## src/rtl/defuzz_wavg_if.sv

```systemverilog
// rtl/defuzz_wavg_if.sv - input/output handshake bundle for the weighted-average defuzzifier
interface defuzz_wavg_if #(
    parameter int W = 16
);
    logic           in_valid;
    logic           in_ready;
    logic [9*W-1:0] w_flat;
    logic [9*W-1:0] c_flat;
    logic           out_valid;
    logic           out_ready;
    logic [W-1:0]   out_y;
    logic           out_zero_w;

    modport slave (
        input  in_valid, w_flat, c_flat, out_ready,
        output in_ready, out_valid, out_y, out_zero_w
    );

    modport master (
        output in_valid, w_flat, c_flat, out_ready,
        input  in_ready, out_valid, out_y, out_zero_w
    );
endinterface

```

## src/rtl/defuzz_wavg.sv

```systemverilog
// rtl/defuzz_wavg.sv - Sugeno weighted-average defuzzifier: serial MAC then serial restoring divide
module defuzz_wavg #(
    parameter int                  W           = 16,
    parameter logic signed [W-1:0] DEFAULT_OUT = '0
) (
    input  logic          clk,
    input  logic          rst,
    defuzz_wavg_if.slave  bus,
    output logic          busy
);
    localparam int NW  = 2*W + 4;
    localparam int DW  = W + 4;
    localparam int ITW = $clog2(NW);

    localparam logic [2:0] S_IDLE  = 3'd0;
    localparam logic [2:0] S_ACCUM = 3'd1;
    localparam logic [2:0] S_DIV   = 3'd2;
    localparam logic [2:0] S_ZERO  = 3'd3;
    localparam logic [2:0] S_DONE  = 3'd4;

    localparam logic [NW-1:0] QLIM = {{(NW-W){1'b0}}, 1'b1, {(W-1){1'b0}}};
    localparam logic [W-1:0]  YMAX = {1'b0, {(W-1){1'b1}}};

    logic [2:0]     state_q, state_d;
    logic [W-1:0]   w_q [9];
    logic [W-1:0]   w_d [9];
    logic [W-1:0]   c_q [9];
    logic [W-1:0]   c_d [9];
    logic [3:0]     k_q, k_d;
    logic [NW-1:0]  num_q, num_d;
    logic [DW-1:0]  den_q, den_d;
    logic [NW-1:0]  a_q, a_d;
    logic [DW-1:0]  r_q, r_d;
    logic           neg_q, neg_d;
    logic [ITW-1:0] it_q, it_d;
    logic           out_valid_q, out_valid_d;
    logic [W-1:0]   out_y_q, out_y_d;
    logic           out_zero_q, out_zero_d;

    logic [W-1:0]   wk, ck;
    logic [2*W:0]   prod;
    logic [NW-1:0]  num_sum;
    logic [DW-1:0]  den_sum;
    logic [DW:0]    r_sh;
    logic           q_bit;
    logic [DW:0]    r_sub;
    logic [NW-1:0]  a_nx;
    logic [W-1:0]   y_res;

    // Product is formed at 2W+1 bits; the weight is treated as a non-negative signed value.
    always_comb begin
        wk      = w_q[k_q];
        ck      = c_q[k_q];
        prod    = $signed({{(W+1){1'b0}}, wk}) * $signed({{(W+1){ck[W-1]}}, ck});
        num_sum = num_q + {{3{prod[2*W]}}, prod};
        den_sum = den_q + {4'b0000, wk};
        r_sh    = {r_q, a_q[NW-1]};
        q_bit   = (r_sh >= {1'b0, den_q});
        r_sub   = q_bit ? (r_sh - {1'b0, den_q}) : r_sh;
        a_nx    = {a_q[NW-2:0], q_bit};
        if (neg_q) begin
            y_res = (a_nx > QLIM) ? QLIM[W-1:0] : (~a_nx[W-1:0] + W'(1));
        end else begin
            y_res = (a_nx >= QLIM) ? YMAX : a_nx[W-1:0];
        end
    end

    always_comb begin
        state_d     = state_q;
        w_d         = w_q;
        c_d         = c_q;
        k_d         = k_q;
        num_d       = num_q;
        den_d       = den_q;
        a_d         = a_q;
        r_d         = r_q;
        neg_d       = neg_q;
        it_d        = it_q;
        out_valid_d = out_valid_q;
        out_y_d     = out_y_q;
        out_zero_d  = out_zero_q;
        case (state_q)
            S_IDLE: begin
                if (bus.in_valid) begin
                    for (int i = 0; i < 9; i++) begin
                        w_d[i] = bus.w_flat[i*W +: W];
                        c_d[i] = bus.c_flat[i*W +: W];
                    end
                    num_d   = '0;
                    den_d   = '0;
                    k_d     = '0;
                    state_d = S_ACCUM;
                end
            end
            S_ACCUM: begin
                num_d = num_sum;
                den_d = den_sum;
                if (k_q == 4'd8) begin
                    // Divider works on the magnitude; sign is reapplied to the quotient.
                    neg_d   = num_sum[NW-1];
                    a_d     = num_sum[NW-1] ? (~num_sum + NW'(1)) : num_sum;
                    r_d     = '0;
                    it_d    = '0;
                    state_d = (den_sum == '0) ? S_ZERO : S_DIV;
                end else begin
                    k_d = k_q + 4'd1;
                end
            end
            S_ZERO: begin
                out_y_d     = DEFAULT_OUT;
                out_zero_d  = 1'b1;
                out_valid_d = 1'b1;
                state_d     = S_DONE;
            end
            S_DIV: begin
                a_d  = a_nx;
                r_d  = r_sub[DW-1:0];
                it_d = it_q + ITW'(1);
                if (it_q == ITW'(NW-1)) begin
                    out_y_d     = y_res;
                    out_zero_d  = 1'b0;
                    out_valid_d = 1'b1;
                    state_d     = S_DONE;
                end
            end
            S_DONE: begin
                if (bus.out_ready) begin
                    out_valid_d = 1'b0;
                    state_d     = S_IDLE;
                end
            end
            default: state_d = S_IDLE;
        endcase
    end

    always_ff @(posedge clk or posedge rst) begin
        if (rst) begin
            state_q     <= S_IDLE;
            for (int i = 0; i < 9; i++) begin
                w_q[i] <= '0;
                c_q[i] <= '0;
            end
            k_q         <= '0;
            num_q       <= '0;
            den_q       <= '0;
            a_q         <= '0;
            r_q         <= '0;
            neg_q       <= 1'b0;
            it_q        <= '0;
            out_valid_q <= 1'b0;
            out_y_q     <= '0;
            out_zero_q  <= 1'b0;
        end else begin
            state_q     <= state_d;
            w_q         <= w_d;
            c_q         <= c_d;
            k_q         <= k_d;
            num_q       <= num_d;
            den_q       <= den_d;
            a_q         <= a_d;
            r_q         <= r_d;
            neg_q       <= neg_d;
            it_q        <= it_d;
            out_valid_q <= out_valid_d;
            out_y_q     <= out_y_d;
            out_zero_q  <= out_zero_d;
        end
    end

    assign bus.in_ready   = (state_q == S_IDLE);
    assign bus.out_valid  = out_valid_q;
    assign bus.out_y      = out_y_q;
    assign bus.out_zero_w = out_zero_q;
    assign busy           = (state_q != S_IDLE);
endmodule

```

## src/flat_wrapper.sv

```systemverilog
// flat-port wrapper written by rule: the top's interface ports become plain ports
module defuzz_wavg_flat 
#(
    parameter int                  W           = 16,
    parameter logic signed [W-1:0] DEFAULT_OUT = '0
)
  (clk, rst, busy, bus_in_valid, bus_w_flat, bus_c_flat, bus_out_ready, bus_in_ready, bus_out_valid, bus_out_y, bus_out_zero_w);
  defuzz_wavg_if #(.W(W)) bus_i ();
  input  logic clk;
  input  logic rst;
  output logic busy;
  input wire logic [$bits(bus_i.in_valid)-1:0] bus_in_valid;
  input wire logic [$bits(bus_i.w_flat)-1:0] bus_w_flat;
  input wire logic [$bits(bus_i.c_flat)-1:0] bus_c_flat;
  input wire logic [$bits(bus_i.out_ready)-1:0] bus_out_ready;
  output wire logic [$bits(bus_i.in_ready)-1:0] bus_in_ready;
  output wire logic [$bits(bus_i.out_valid)-1:0] bus_out_valid;
  output wire logic [$bits(bus_i.out_y)-1:0] bus_out_y;
  output wire logic [$bits(bus_i.out_zero_w)-1:0] bus_out_zero_w;
  assign bus_i.in_valid = bus_in_valid;
  assign bus_i.w_flat = bus_w_flat;
  assign bus_i.c_flat = bus_c_flat;
  assign bus_i.out_ready = bus_out_ready;
  assign bus_in_ready = bus_i.in_ready;
  assign bus_out_valid = bus_i.out_valid;
  assign bus_out_y = bus_i.out_y;
  assign bus_out_zero_w = bus_i.out_zero_w;
  defuzz_wavg #(.W(W), .DEFAULT_OUT(DEFAULT_OUT)) u_core (.clk(clk), .rst(rst), .bus(bus_i), .busy(busy));
endmodule
```

## config.mk

```make
export PLATFORM = sky130hd
export DESIGN_NAME = defuzz_wavg_flat
export DESIGN_NICKNAME = d
export VERILOG_FILES = /design/src/rtl/defuzz_wavg_if.sv /design/src/rtl/defuzz_wavg.sv /design/src/flat_wrapper.sv
export SDC_FILE = /design/constraint.sdc
export NUM_CORES = 2
export LEC_CHECK = 0
export CAP_MARGIN = 20
export CORE_MARGIN = 2
export CORE_UTILIZATION = 53
export CTS_CLUSTER_DIAMETER = 60
export DETAILED_ROUTE_END_ITERATION = 7
export PLACE_DENSITY = 0.74
export SETUP_SLACK_MARGIN = 0.05
export SYNTH_ARGS = -nofsm -noshare
export SYNTH_HDL_FRONTEND = slang
export SYNTH_SLANG_ARGS = --single-unit
```

## constraint.sdc

```tcl
create_clock -name clk -period 13.65 [get_ports clk]
set_clock_uncertainty 0.05 [all_clocks]
set_input_delay 2.73 -clock clk [delete_from_list [all_inputs] [get_ports clk]]
set_output_delay 2.73 -clock clk [all_outputs]
set_load 0.02 [all_outputs]
```

# After elaboration in Yosys (flattened, before gate mapping)
# Index checks and enable logic that the tools add are counted.
dict set report op_classes {
  add_sub_neg 7
  mul 1
  magnitude_cmp 4
  n_eq_ne 11
  muxes 37
  bitwise 3
  reduce_logical 15
}
# cell count
set op_table {}
lappend op_table {{case mux 36 bit (2 select lines)} 2}
lappend op_table {{binary-select mux 16 bit (select 4 bit)} 2}
lappend op_table {{2-to-1 mux 16 bit} 8}
lappend op_table {{2-to-1 mux 36 bit} 3}
lappend op_table {{case mux 20 bit (2 select lines)} 2}
lappend op_table {{2-to-1 mux 20 bit} 3}
lappend op_table {{adder 36 x 1 -> 36 bit, second input constant} 1}
lappend op_table {{adder 36 bit} 1}
lappend op_table {{greater-or-equal comparator 36 x 16 -> 1 bit, second input constant} 1}
lappend op_table {{> comparator 36 x 16 -> 1 bit, second input constant} 1}
lappend op_table {{NOT 36 bit} 1}
lappend op_table {{multiplier 17 x 16 -> 33 bit} 1}
lappend op_table {{case mux 16 bit (2 select lines)} 1}
lappend op_table {{greater-or-equal comparator 21 x 20 -> 1 bit} 1}
lappend op_table {{adder 20 x 16 -> 20 bit} 1}
lappend op_table {{logical NOT 20 bit} 1}
lappend op_table {{subtractor 20 bit} 1}
lappend op_table {{adder 16 x 1 -> 16 bit, second input constant} 1}
lappend op_table {{NOT 16 bit} 1}
lappend op_table {{case mux 3 bit (5 select lines)} 1}
lappend op_table {{2-to-1 mux 3 bit} 4}
lappend op_table {{case mux 6 bit (2 select lines)} 1}
lappend op_table {{AND reduction 2 bit} 5}
lappend op_table {{2-to-1 mux 4 bit} 2}
lappend op_table {{21 further kinds} 32}
dict set report word_totals {
  reg_bits 432
  output_inout_bits 20
  elab_cells 107
}

# Logic depth before layout (Yosys ltp)
dict set report depth {
  word_depth 11
  ltp_mapped 47
  depth_no_buf 42
}

# Worst setup path before layout
# Ideal clock, no wire load.
dict set report synth_path {
  kind {register to register}
  start {reg u_core.k_q[0]}
  end {reg u_core.a_q[35]}
  setup_time_ps 104
  arrival_time_ps 10255
  required_time_ps 13496
  setup_slack_ps 3242
  stages_incl_launch_ff 45
  period_less_slack_ps 10408
  path_cell_list {dfrtp_1 buf_2 buf_1 clkbuf_1 clkbuf_1 mux4_2 mux2i_1 o21a_1 clkbuf_1 nor2_1 fa_1 inv_1 fa_1 fa_1 inv_1 fa_1 fa_1 inv_1 (+9 left out) o21bai_1 a21boi_0 o21a_1 o21ai_0 nor2b_1 xnor2_1 ha_1 nand2_1 inv_1 a221o_1 a31o_2 a21oi_1 o211ai_1 a211o_1 o21ai_1 xor2_1 nand4b_1 o41ai_2}
}
dict set report synth_between {
  elab_chain_cells 11
  elab_cells_between_ends 17
  cone_classes {2 x add/sub; 1 x mul; 2 x eq/ne; 9 x mux; 2 x bitwise; 1 x reduce/logical}
}
# item line
set synth_lines {}
lappend synth_lines {{from (decl)} defuzz_wavg.sv:29} ;# logic [3:0] k_q, k_d;
lappend synth_lines {{from (signal assigned)} defuzz_wavg.sv:157} ;# k_q <= k_d;
lappend synth_lines {{NOT 4 -> 5 bit (not written as such)} {defuzz_wavg.sv:52, defuzz_wavg.sv:53}}
lappend synth_lines {{binary-select mux 16 bit (select 4 bit) (on tied branches)} {defuzz_wavg.sv:52, defuzz_wavg.sv:53}}
lappend synth_lines {{2-to-1 mux 16 bit (on tied branches) (2 in series)} {defuzz_wavg.sv:52, defuzz_wavg.sv:53}}
lappend synth_lines {{multiplier 17 x 16 -> 33 bit} defuzz_wavg.sv:54} ;# prod = $signed({{(W+1){1'b0}}, wk}) * $signed({{(W+1){ck[W-1]}}, ck});
lappend synth_lines {{adder 36 bit} defuzz_wavg.sv:55} ;# num_sum = num_q + {{3{prod[2*W]}}, prod};
lappend synth_lines {{NOT 36 bit} defuzz_wavg.sv:101} ;# a_d = num_sum[NW-1] ? (~num_sum + NW'(1)) : num_sum;
lappend synth_lines {{adder 36 x 1 -> 36 bit} defuzz_wavg.sv:101}
lappend synth_lines {{2-to-1 mux 36 bit} defuzz_wavg.sv:101}
lappend synth_lines {{2-to-1 mux 36 bit} defuzz_wavg.sv:98} ;# if (k_q == 4'd8) begin
lappend synth_lines {{case mux 36 bit (2 select lines)} defuzz_wavg.sv:82} ;# case (state_q)
lappend synth_lines {{to (signal assigned)} defuzz_wavg.sv:146} ;# a_q <= '0;
lappend synth_lines {{to (signal assigned)} defuzz_wavg.sv:160} ;# a_q <= a_d;
lappend synth_lines {{to (decl)} defuzz_wavg.sv:32} ;# logic [NW-1:0] a_q, a_d;
# Parallel ways exist; a longest one is shown, timed or not. The select of a mux whose other input is x is not followed.
# A chain may end at the register's enable or synchronous reset.

# Final worst setup path
dict set report layout_path {
  start {reg u_core.k_q[1]}
  end {reg u_core.a_q[35]}
}
# Same word-level chain as after synthesis.

==> metrics <==
EDFF count, synth 0; post-synth top area share 0.332; H-tree depth 2; mux share of post-synthesis cell area 0.0560; Final #Nets ~4.7k; GRT Total Usage 0.290; Cell variety after synth between 90 and 100; CP required 14.09 ns; GRT overflow 0; Initial Util 0.538; largest net degree at the start of global routing around 180; post-route minimum period between 10 and 15 ns; routed len/inst between 15 and 20 um; Yosys warning count 0; # resized after CTS 0; die height between 200 and 300 um; most common cell in the netlist nand2_1; critical path peak fanout between 40 and 50; core area ~60000 um2; ANT nets after route 0; startpoint types flip-flop; drt pass-1 iters 8; register bit total from synthesis 432; maximum capacitance violations 0; largest family of logic cells by synthesized area simple AND/OR/NAND/NOR gates; Synth Area in XOR/XNOR 0.0336; Syn Inst Count between 3k and 4k; clock sinks 432; die area between 60000 and 70000 um2; die width roughly 250 um; hold-fix buffers at CTS 0; CTS tree done; RePlAce Congestion slightly below 1; first-pass GRT wire length about 150000 um; clk slew on worst S/H paths 0.06 ns; Slew headroom 0.257; CTS Buf Count 51; Setup CP Type flip-flop to flip-flop; RSZ-0062 raised after global routing no; Post-CTS Setup Repair Bufs 0; post-synthesis sequential area ratio 0.332; Synth Net Count 4460; Post-Syn Area 32500 um2; Synth Area in Compound Gates 0.107; Async SR Flop Fraction 1.00; max-slew violation count 0; First DRT Iteration DRCs between 2k and 2.5k; DP Wirelength 68400 um; synthesized area per cell roughly 8.6 um2; Post-synth top cells 1138 x nand2_1, 432 x dfrtp_1, 324 x inv_1, 239 x nor2_1, 199 x ha_1; Final Hold Violating Endpoints 0; Slowest-stage cell, CP dfrtp_4; Simple-Gate Fraction of Synth Area 0.213; Arr. time, crit path 11.84 ns; layout cells sized above 1 0.0634; FP Rows 90; Tightest Hold Check Type flip-flop to flip-flop; Area Growth Syn to Fin 17.5%; final WL between 90000 and 100000 um; Worst path most repeated cell fa_1; vias after detailed routing 27.3k; CP max stage delay approximately 0.95 ns; final period utilization 0.835; Clock Path Buffers 3; DR DRC count 0; ys flop type dfrtp_1; Worst Tran Pin Value 1.11 ns; Peak Freq about 0.09 GHz; Setup TNS 0 ns; Vias/cell 5.65; ranking of synthesized cells by area dfrtp_1 33%, nand2_1 13%, fa_1 12%, ha_1 7.7%, mux4_2 4.4%; Clock Latency Late Sink 0.64 ns; largest area contributor in the netlist dfrtp_1; Port Buffers between 300 and 400; vias in the first global route around 27k; Setup Viol. Count Final 0; Post-Synth Adder-Cell Area 0.198; status completed; initial antenna violation count 8; fill count between 5k and 6k; clock root buffer clkbuf_16; # IOs between 300 and 400; crit end category flip-flop
## state kept, by name (all words and copies together) (netlist names)
register / count
u_core.state_q: 3
u_core.w_q: 144
u_core.bus.out_valid: 1
u_core.k_q: 4
u_core.bus.out_zero_w: 1
u_core.it_q: 6
u_core.neg_q: 1
u_core.bus.out_y: 16
u_core.a_q: 36
u_core.r_q: 20
u_core.den_q: 20
u_core.num_q: 36
u_core.c_q: 144
## metal layers
layer / global-route usage / share of wire
met1: 0.408 / 0.44
met2: 0.464 / 0.46
met3: 0.0506 / 0.068
met4: 0.0852 / 0.029
met5: 0 / 0.00097
## kinds of logic (layout without fill, tap and decap cells)
| group | Yosys count | in the layout |
|---|---|---|
| buffers and inverters | 515 | 782 |
| DFF | 432 | 432 |
| muxes | 102 | 102 |
| adders and majority gates | 396 | 396 |
| xor gates and xnor gates | 117 | 117 |
| AOI/OAI and AO/OA | 551 | 551 |
| and+or+nand+nor | 1659 | 1659 |
| other | 0 | 1 |
## cell usage in the layout, fill, tap and decap left out, types with 38 or more instances in the layout
cell	count
nand3_1	90
o21ai_0	154
fa_1	197
mux4_2	64
xnor2_1	57
clkbuf_16	51
xor2_1	53
nor2_1	238
dfrtp_1	429
ha_1	199
clkdlybuf4s50_1	311
inv_1	323
nor3_1	39
a21oi_1	117
nand2_1	1135
o21ai_1	38
## through the flow
| stage | util | cell area (um2) | cells | worst slack (ns) | hold slack, ns |
|---|---|---|---|---|---|
| final | 0.632 | 38200 | 4822 | 2.26 | 0.412 |
| after global routing | 0.632 | 38200 | 4821 | 1.57 | 0.435 |
| after CTS | 0.631 | 38200 | 4819 | 2.13 | 0.420 |
| after detailed placement | 0.601 | 36300 | 4723 | 2.17 | 0.406 |
| after global placement | 0.601 | 36300 | 4723 | 2.30 | 0.401 |
| after floorplan | - | 32500 | 3772 | 3.24 | 0.390 |
## cell type report
class / instances / area (um2) / area share
clock buffers: 72 / 1510 / 0.0394
repair buffers: 352 / 3470 / 0.0909
diodes: 1 / 2.50 / 0.0000655
inverters: 334 / 1260 / 0.0329
well taps: 782 / 978 / 0.0256
flip-flops and latches: 432 / 10800 / 0.283
clock inverters: 24 / 350 / 0.00917
multi-input cells: 2825 / 19800 / 0.519
## worst max-delay path: cells and delay by family (launching register included)
family          cells  cell delay, ns
simple gates        8            1.37
xor+xnor            2            0.44
flops               1            0.95
compound gates     15            3.63
fa+ha+maj           8            3.28
buf+inv             7            1.49
## worst paths after layout
| path | from | endpoint | slack [ns] | cells past startpoint |
|---|---|---|---|---|
| setup / recovery | u_core.k_q[1]$_DFFE_PP0P_ | u_core.a_q[35]$_DFFE_PP0P_ | 2.26 | 40 |
| hold reg to reg | u_core.bus.out_y[4]$_DFFE_PP0P_ | u_core.bus.out_y[4]$_DFFE_PP0P_ | 0.41 | 2 |
| setup reg to reg | u_core.k_q[1]$_DFFE_PP0P_ | u_core.a_q[35]$_DFFE_PP0P_ | 2.26 | 40 |
| hold / removal | u_core.bus.out_y[4]$_DFFE_PP0P_ | u_core.bus.out_y[4]$_DFFE_PP0P_ | 0.41 | 2 |
| max in group asynchronous | rst | u_core.r_q[15]$_DFFE_PP0P_ | 8.42 | 5 |
| min in group asynchronous | rst | u_core.w_q[74]$_DFFE_PP0P_ | 2.70 | 3 |
Power is left out: the tool's default activity adds up to more than one toggle a clock period on the data nets, which glitch-free logic cannot reach.
